**src/rtl/ahb_apb_flash_bridge.sv**
```systemverilog
`default_nettype none
// +----------------------------------------------------------------------------+
// | Module  : ahb_apb_flash_bridge                                             |
// | Brief   : AHB-Lite slave to single-strobe APB master for a 256-word flash  |
// | Revision: 1.0                                                              |
// +----------------------------------------------------------------------------+
module ahb_apb_flash_bridge #(
    parameter logic [31:0] BASE_ADDR = 32'h0000_0000,
    parameter int          ADDR_W    = 8
) (
    input  logic              clk,
    input  logic              reset,
    input  logic              hsel,
    input  logic [1:0]        htrans,
    input  logic              hwrite,
    input  logic [2:0]        hsize,
    input  logic [31:0]       haddr,
    input  logic [31:0]       hwdata,
    input  logic              hready,
    output logic              hreadyout,
    output logic              hresp,
    output logic [31:0]       hrdata,
    output logic              apb_sel,
    output logic              apb_write,
    output logic [ADDR_W-1:0] apb_addr,
    output logic [31:0]       apb_wdata,
    input  logic [31:0]       apb_rdata
);

    localparam int HI = ADDR_W + 2;

    typedef enum logic [2:0] {
        S_IDLE   = 3'd0,
        S_SETUP  = 3'd1,
        S_ACCESS = 3'd2,
        S_RDWAIT = 3'd3,
        S_DONE   = 3'd4,
        S_ERR1   = 3'd5,
        S_ERR2   = 3'd6
    } state_t;

    state_t            state;
    state_t            state_nxt;
    logic              addr_valid;
    logic              addr_legal;
    logic              accept;
    logic [ADDR_W-1:0] addr_lat;
    logic              write_lat;
    logic              unused;

    assign unused     = htrans[0];
    assign addr_valid = hsel & hready & htrans[1];
    // The window is aligned to its own size, so an upper-bit match is a full range check.
    assign addr_legal = (hsize == 3'b010) && (haddr[1:0] == 2'b00) &&
                        (haddr[31:HI] == BASE_ADDR[31:HI]);
    assign accept     = (state == S_IDLE) || (state == S_DONE) || (state == S_ERR2);

    always_comb begin
        state_nxt = state;
        case (state)
            S_SETUP:  state_nxt = S_ACCESS;
            S_ACCESS: state_nxt = write_lat ? S_DONE : S_RDWAIT;
            S_RDWAIT: state_nxt = S_DONE;
            S_ERR1:   state_nxt = S_ERR2;
            S_IDLE, S_DONE, S_ERR2: begin
                if (addr_valid)
                    state_nxt = addr_legal ? S_SETUP : S_ERR1;
                else
                    state_nxt = S_IDLE;
            end
            default:  state_nxt = S_IDLE;
        endcase
    end

    // Outputs are registered from the next state so they line up with the state they describe.
    always_ff @(posedge clk or negedge reset) begin
        if (!reset) begin
            state     <= S_IDLE;
            hreadyout <= 1'b1;
            hresp     <= 1'b0;
            hrdata    <= 32'h0;
            apb_sel   <= 1'b0;
            apb_write <= 1'b0;
            apb_addr  <= '0;
            apb_wdata <= 32'h0;
            addr_lat  <= '0;
            write_lat <= 1'b0;
        end else begin
            state <= state_nxt;
            if (accept && addr_valid && addr_legal) begin
                addr_lat  <= haddr[HI-1:2];
                write_lat <= hwrite;
            end
            if (state == S_SETUP) begin
                apb_addr  <= addr_lat;
                apb_write <= write_lat;
                if (write_lat)
                    apb_wdata <= hwdata;
            end
            if (state == S_RDWAIT)
                hrdata <= apb_rdata;
            apb_sel   <= (state_nxt == S_ACCESS);
            hreadyout <= (state_nxt == S_IDLE) || (state_nxt == S_DONE) || (state_nxt == S_ERR2);
            hresp     <= (state_nxt == S_ERR1) || (state_nxt == S_ERR2);
        end
    end

endmodule
`default_nettype wire

```
**config.mk**
```make
export PLATFORM = sky130hd
export DESIGN_NAME = ahb_apb_flash_bridge
export DESIGN_NICKNAME = d
export VERILOG_FILES = /design/src/rtl/ahb_apb_flash_bridge.sv
export SDC_FILE = /design/constraint.sdc
export NUM_CORES = 1
export LEC_CHECK = 0
export BUFFER_PORTS_ARGS = -buffer_cell sky130_fd_sc_hd__buf_2
export CAP_MARGIN = 20
export CELL_PAD_IN_SITES_DETAIL_PLACEMENT = 0
export CELL_PAD_IN_SITES_GLOBAL_PLACEMENT = 1
export CORE_MARGIN = 1
export CORE_UTILIZATION = 38
export CTS_BUF_LIST = sky130_fd_sc_hd__clkbuf_8
export DETAILED_ROUTE_END_ITERATION = 8
export GPL_TIMING_DRIVEN = 0
export PLACE_DENSITY_LB_ADDON = 0.15
export REMOVE_ABC_BUFFERS = 1
export SLEW_MARGIN = 10
export SYNTH_ARGS = -nofsm -noshare
export SYNTH_HDL_FRONTEND = slang
export SYNTH_SLANG_ARGS = --single-unit
```
**constraint.sdc**
```tcl
create_clock -name clk -period 2.9 [get_ports clk]
set_clock_uncertainty 0.2 [all_clocks]
set_input_delay 0.58 -clock clk [delete_from_list [all_inputs] [get_ports clk]]
set_output_delay 0.58 -clock clk [all_outputs]
set_load 0.05 [all_outputs]
```
After elaboration in Yosys (flattened, before gate mapping)
Index checks and enable logic that the tools add are counted.

Add/sub/neg operators: 0. Multiply operators: 0. Div/mod/pow operators: 0. Magnitude comparators: 0. Eq/ne operators: 11. Shifts and indexed selects: 0. Multiplexer cells: 4. Bitwise gates (word level): 2. Reductions and logical operators: 15.

Operator list (number): $logic_not 22->1 (1); $eq 3x3->1 const B (6); $pmux 3 s5 (1); $eq 3x2->1 const B (4); $mux 3 (3); $logic_not 3->1 (2); $logic_or 1x1->1 (5); $logic_and 1x1->1 (4); $eq 3x1->1 const B (1); $reduce_or 3->1 (1); $and 1x1->1 (2); $logic_not 2->1 (1); $reduce_and 2->1 (1).

Bits in registers: 88. Latch bits: 0. Memory bits (writable): 0. ROM bits: 0. Input bits: 106. Output and inout port bits: 76. Memories kept: 0.

Depth between registers and ports, before layout
Word-level depth: 9. Mapped depth: 6. Depth with buffers taken out: 4.

Worst setup path before layout
OpenSTA, ideal clock, no wires.

Path kind: in2reg. Start: in haddr[17]. End: reg addr_lat[0]. Setup time: 125 ps. Data arrival time: 1750 ps. Data required time: 2575 ps. Slack: 825 ps. Cell stages on the path: 4. Path buffers: 0. Path through: nor4_1 > nand4_1 > nor3_4 > mux2_2.

Cells in the longest elaborated chain, start to end: 3.

RTL lines: start: declaration (line 17) `input logic [31:0] haddr,`; $logic_not 22->1 (line 55) `(haddr[31:HI] == BASE_ADDR[31:HI]);`; $logic_and 1x1->1 (line 54) `assign addr_legal = (hsize == 3'b010) && (haddr[1:0] == 2'b00) &&`; $logic_and 1x1->1 (line 90) `if (accept && addr_valid && addr_legal) begin`; end signal: assignment (line 91) `addr_lat <= haddr[HI-1:2];`; end: declaration (line 47) `logic [ADDR_W-1:0] addr_lat;`.

No other way between the ends. A chain may end at the register's enable or synchronous reset.

Worst setup path in the final report
Start: reg state[1]. End: reg apb_wdata[10].

Cells in the longest elaborated chain, start to end: 2.

RTL lines: start: declaration (line 42) `state_t state;`; start signal: assignment (line 89) `state <= state_nxt;`; $eq 3x1->1 (line 94) `if (state == S_SETUP) begin`; $reduce_and 2->1 (no source line); end signal: assignment (line 98) `apb_wdata <= hwdata;`; end: declaration (line 26) `output logic [31:0] apb_wdata,`.

No other way between the ends.

==> results.yml <==
status:
  outcome: "finished clean"
critical_path:
  critical_path_required_ps: 2930
  cpPeakStageDelay_ps: 730
  path_cells: "nand2b_1 > nor2_2 > and2_2 > mux2_2"
  path_class: "flop to flop"
  worst_setup_path_end_kind: "flop"
  critical_path.startpoint: "state[1]"
  crit_path_max_fanout: 32
  timing.rr.start: "state[1]"
  crit_slowest_cell: "sky130_fd_sc_hd__and2_2"
  critical_path_arrival_ps: 2560
  startpoint_type: "flop"
cells_and_area:
  area_delta_synth_final_pct: 38.5
  fillerInstances: 761
  layout.cells.most_common: "sky130_fd_sc_hd__buf_2"
  most-common-layout-cells: "sky130_fd_sc_hd__buf_2 (179), sky130_fd_sc_hd__dfrtp_1 (87), sky130_fd_sc_hd__mux2_2 (81)"
  nNetsFinal: 496
  layout.core_utilization_pct: 55.4
  insertedDiodeCount: 0
  final_layout_size_suffix_gt1_share_pct: 71.9
  finish.cell_count_without_fillers: 500
timing:
  achievable_freq_mhz: 396
  final-setup-viol-count: 0
  timing_worst_slew_pin_value_ps: 772
  period_minus_slack_ps: 2530
  final_min_period_over_clock_period_pct: 87.1
  slew_headroom_pct: 48.3
  rsz0062_at_grt: "no"
  hold_violations: 0
  maxSlewViolCount: 0
  post-route-worst-setup-slack_ps: 374
clock_tree:
  cts_max_path_buffers: 2
  cts_hold_buffers: 0
  clk_pin_slew_ps: 80
  tritoncts: "done"
  cts_num_sinks: 88
  cts-buffers-inserted: 9
  clk_latency_ps: 350
  clock_tree.root_cell: "sky130_fd_sc_hd__clkbuf_8"
  ctsHtreeMaxLevel: 3
routing:
  drt_first_iter_violations: 20
  drc_errors: 0
  routed_length_per_placed_instance_um: 14.3
  drtAntennaViolNets: 0
  dr_total_vias: 2366
  drt_pass1_iterations: 2
  totalWireLength_mm: 7.17
  post_drt_via_cell_ratio: 4.73
grt:
  grt_remaining_overflow: 0
  grt_use_total_pct: 15.9
  vias_in_the_first_global_route: 2311
  grt_start_max_net_pins: 47
  grt_first_pass_wirelength_mm: 10.8
  grt_antenna_before_repair: 0
floorplan:
  core_region_area_um2: 8380
  die_area_um2: 9200
  die_x_um: 95.9
  start_util_pct: 40.0
  die_y_um: 95.9
  floorplan.io_pins: 182
  rows: 33
logic_synthesis:
  syn_area_per_cell_um2: 16.3
  synth_seq_cells: 88
  post_synth_instance_area_um2: 3350
  synth_cells: 206
  synth_cell_types: 22
  seq_area_frac_synth_pct: 65.7
  yosys_warnings: 0
pwr:
  cellPowerDensity_nw_per_um2: 952
  p_leak_nw: 2.55
  vdd_ir_drop_max_uv: 664
  final_total_pwr_mw: 4.42
placement:
  pre_cts_slack_ps: 46.6
  io_buffers: 180
  dp_hpwl_mm: 5.41
  gp_routability_congestion: 0.715
  place.detailed.instances: 484
flow_run:
  max_cap_violations: 0
min_path:
  classification_of_the_worst_slack_hold_path: "input port to asynchronous set/reset pin"
-- path summary, 6_finish.rpt --
path	end	slack, ps	cells past startpoint
max	apb_wdata[10]	370	4
min	addr_lat[7]	30	1
max reg2reg	apb_wdata[10]	370	4
min reg2reg	apb_wdata[7]	290	1
max in group asynchronous	hreadyout	1820	2
min in group clk	hrdata[7]	250	2
-- state kept, by name, summed over array words and instances (netlist names) --
register	cells
addr_lat	8
apb_addr	8
apb_sel	1
apb_wdata	32
apb_write	1
hrdata	32
hreadyout	1
hresp	1
state	3
write_lat	1
-- Yosys cell counts --
| master | number | share of area, % |
|---|---|---|
| sky130_fd_sc_hd__and2_1 | 1 | 0.19 |
| sky130_fd_sc_hd__buf_2 | 4 | 0.60 |
| sky130_fd_sc_hd__buf_4 | 3 | 0.67 |
| sky130_fd_sc_hd__clkbuf_1 | 1 | 0.11 |
| sky130_fd_sc_hd__dfrtp_1 | 87 | 65 |
| sky130_fd_sc_hd__dfstp_2 | 1 | 0.78 |
| sky130_fd_sc_hd__mux2_1 | 1 | 0.34 |
| sky130_fd_sc_hd__mux2_2 | 81 | 27 |
| sky130_fd_sc_hd__nand2_1 | 5 | 0.56 |
| sky130_fd_sc_hd__nand2b_1 | 2 | 0.37 |
| sky130_fd_sc_hd__nand3_1 | 2 | 0.30 |
| sky130_fd_sc_hd__nand3b_1 | 1 | 0.22 |
| sky130_fd_sc_hd__nand4_1 | 1 | 0.19 |
| sky130_fd_sc_hd__nand4_2 | 1 | 0.37 |
| sky130_fd_sc_hd__nor2_1 | 3 | 0.34 |
| sky130_fd_sc_hd__nor2b_1 | 2 | 0.37 |
| sky130_fd_sc_hd__nor3_1 | 1 | 0.15 |
| sky130_fd_sc_hd__nor3_4 | 1 | 0.49 |
| sky130_fd_sc_hd__nor4_1 | 5 | 0.93 |
| sky130_fd_sc_hd__nor4b_2 | 1 | 0.45 |
| sky130_fd_sc_hd__o21ai_0 | 1 | 0.15 |
| sky130_fd_sc_hd__o221ai_1 | 1 | 0.26 |
-- report_power, final --
part	leakage, nW	switching (mW)	total (mW)	internal [mW]
sequential	1.15	0.126	1.62	1.50
combinational	1.27	1.20	1.70	0.492
clock	0.134	0.423	1.10	0.680
total	2.55	1.75	4.42	2.67
-- critical path, delay by kind of cell, from the launching register on --
family        cells  cell delay (ps)
simple gates      3             1370
flops             1              410
mux               1              410
-- metal layers --
layer / vias up / routed length (µm) / track usage [%]
met5: - / 0 / 0
met3: 9 / 820 / 8.06
li1: 1097 / - / -
met4: 0 / 91 / 5.22
met2: 129 / 3410 / 26.2
met1: 1131 / 2850 / 17.8
-- stage by stage --
stage | hold WS, ps | setup TNS (ps) | area, µm²
after floorplan | 84.4 | 0 | 3310
after global placement | 263 | -12230 | 4340
after detailed placement | 271 | 0 | 4370
after CTS | 49.9 | 0 | 4640
after global routing | 65.0 | 0 | 4640
final | 28.0 | 0 | 4640
-- cells by family (layout without fill, tap and decap cells) --
kind of cell,after synthesis,count (layout),synth area share (%)
buffers and inverters,8,197,1.38
and+or+nand+nor,26,26,4.93
DFF,88,88,65.7
muxes,82,82,27.5
AOI/OAI and AO/OA,2,2,0.411
-- layout make-up --
type                    instances  area, µm²  area share [%]
well taps                     105        131            2.83
repair buffers                181        931            20.0
clock buffers                  10        138            2.96
flip-flops and latches         88       2200            47.5
multi-input cells             110       1110            23.9
clock inverters                 6        131            2.83
-- what timing repair did --
| item | CTS | global route |
|---|---|---|
| endpoints found under the setup margin | 0 | 32 |
| resized for setup | 0 | 1 |
| setup buffers | 0 | 0 |
Power figures use the tool's default switching activity.
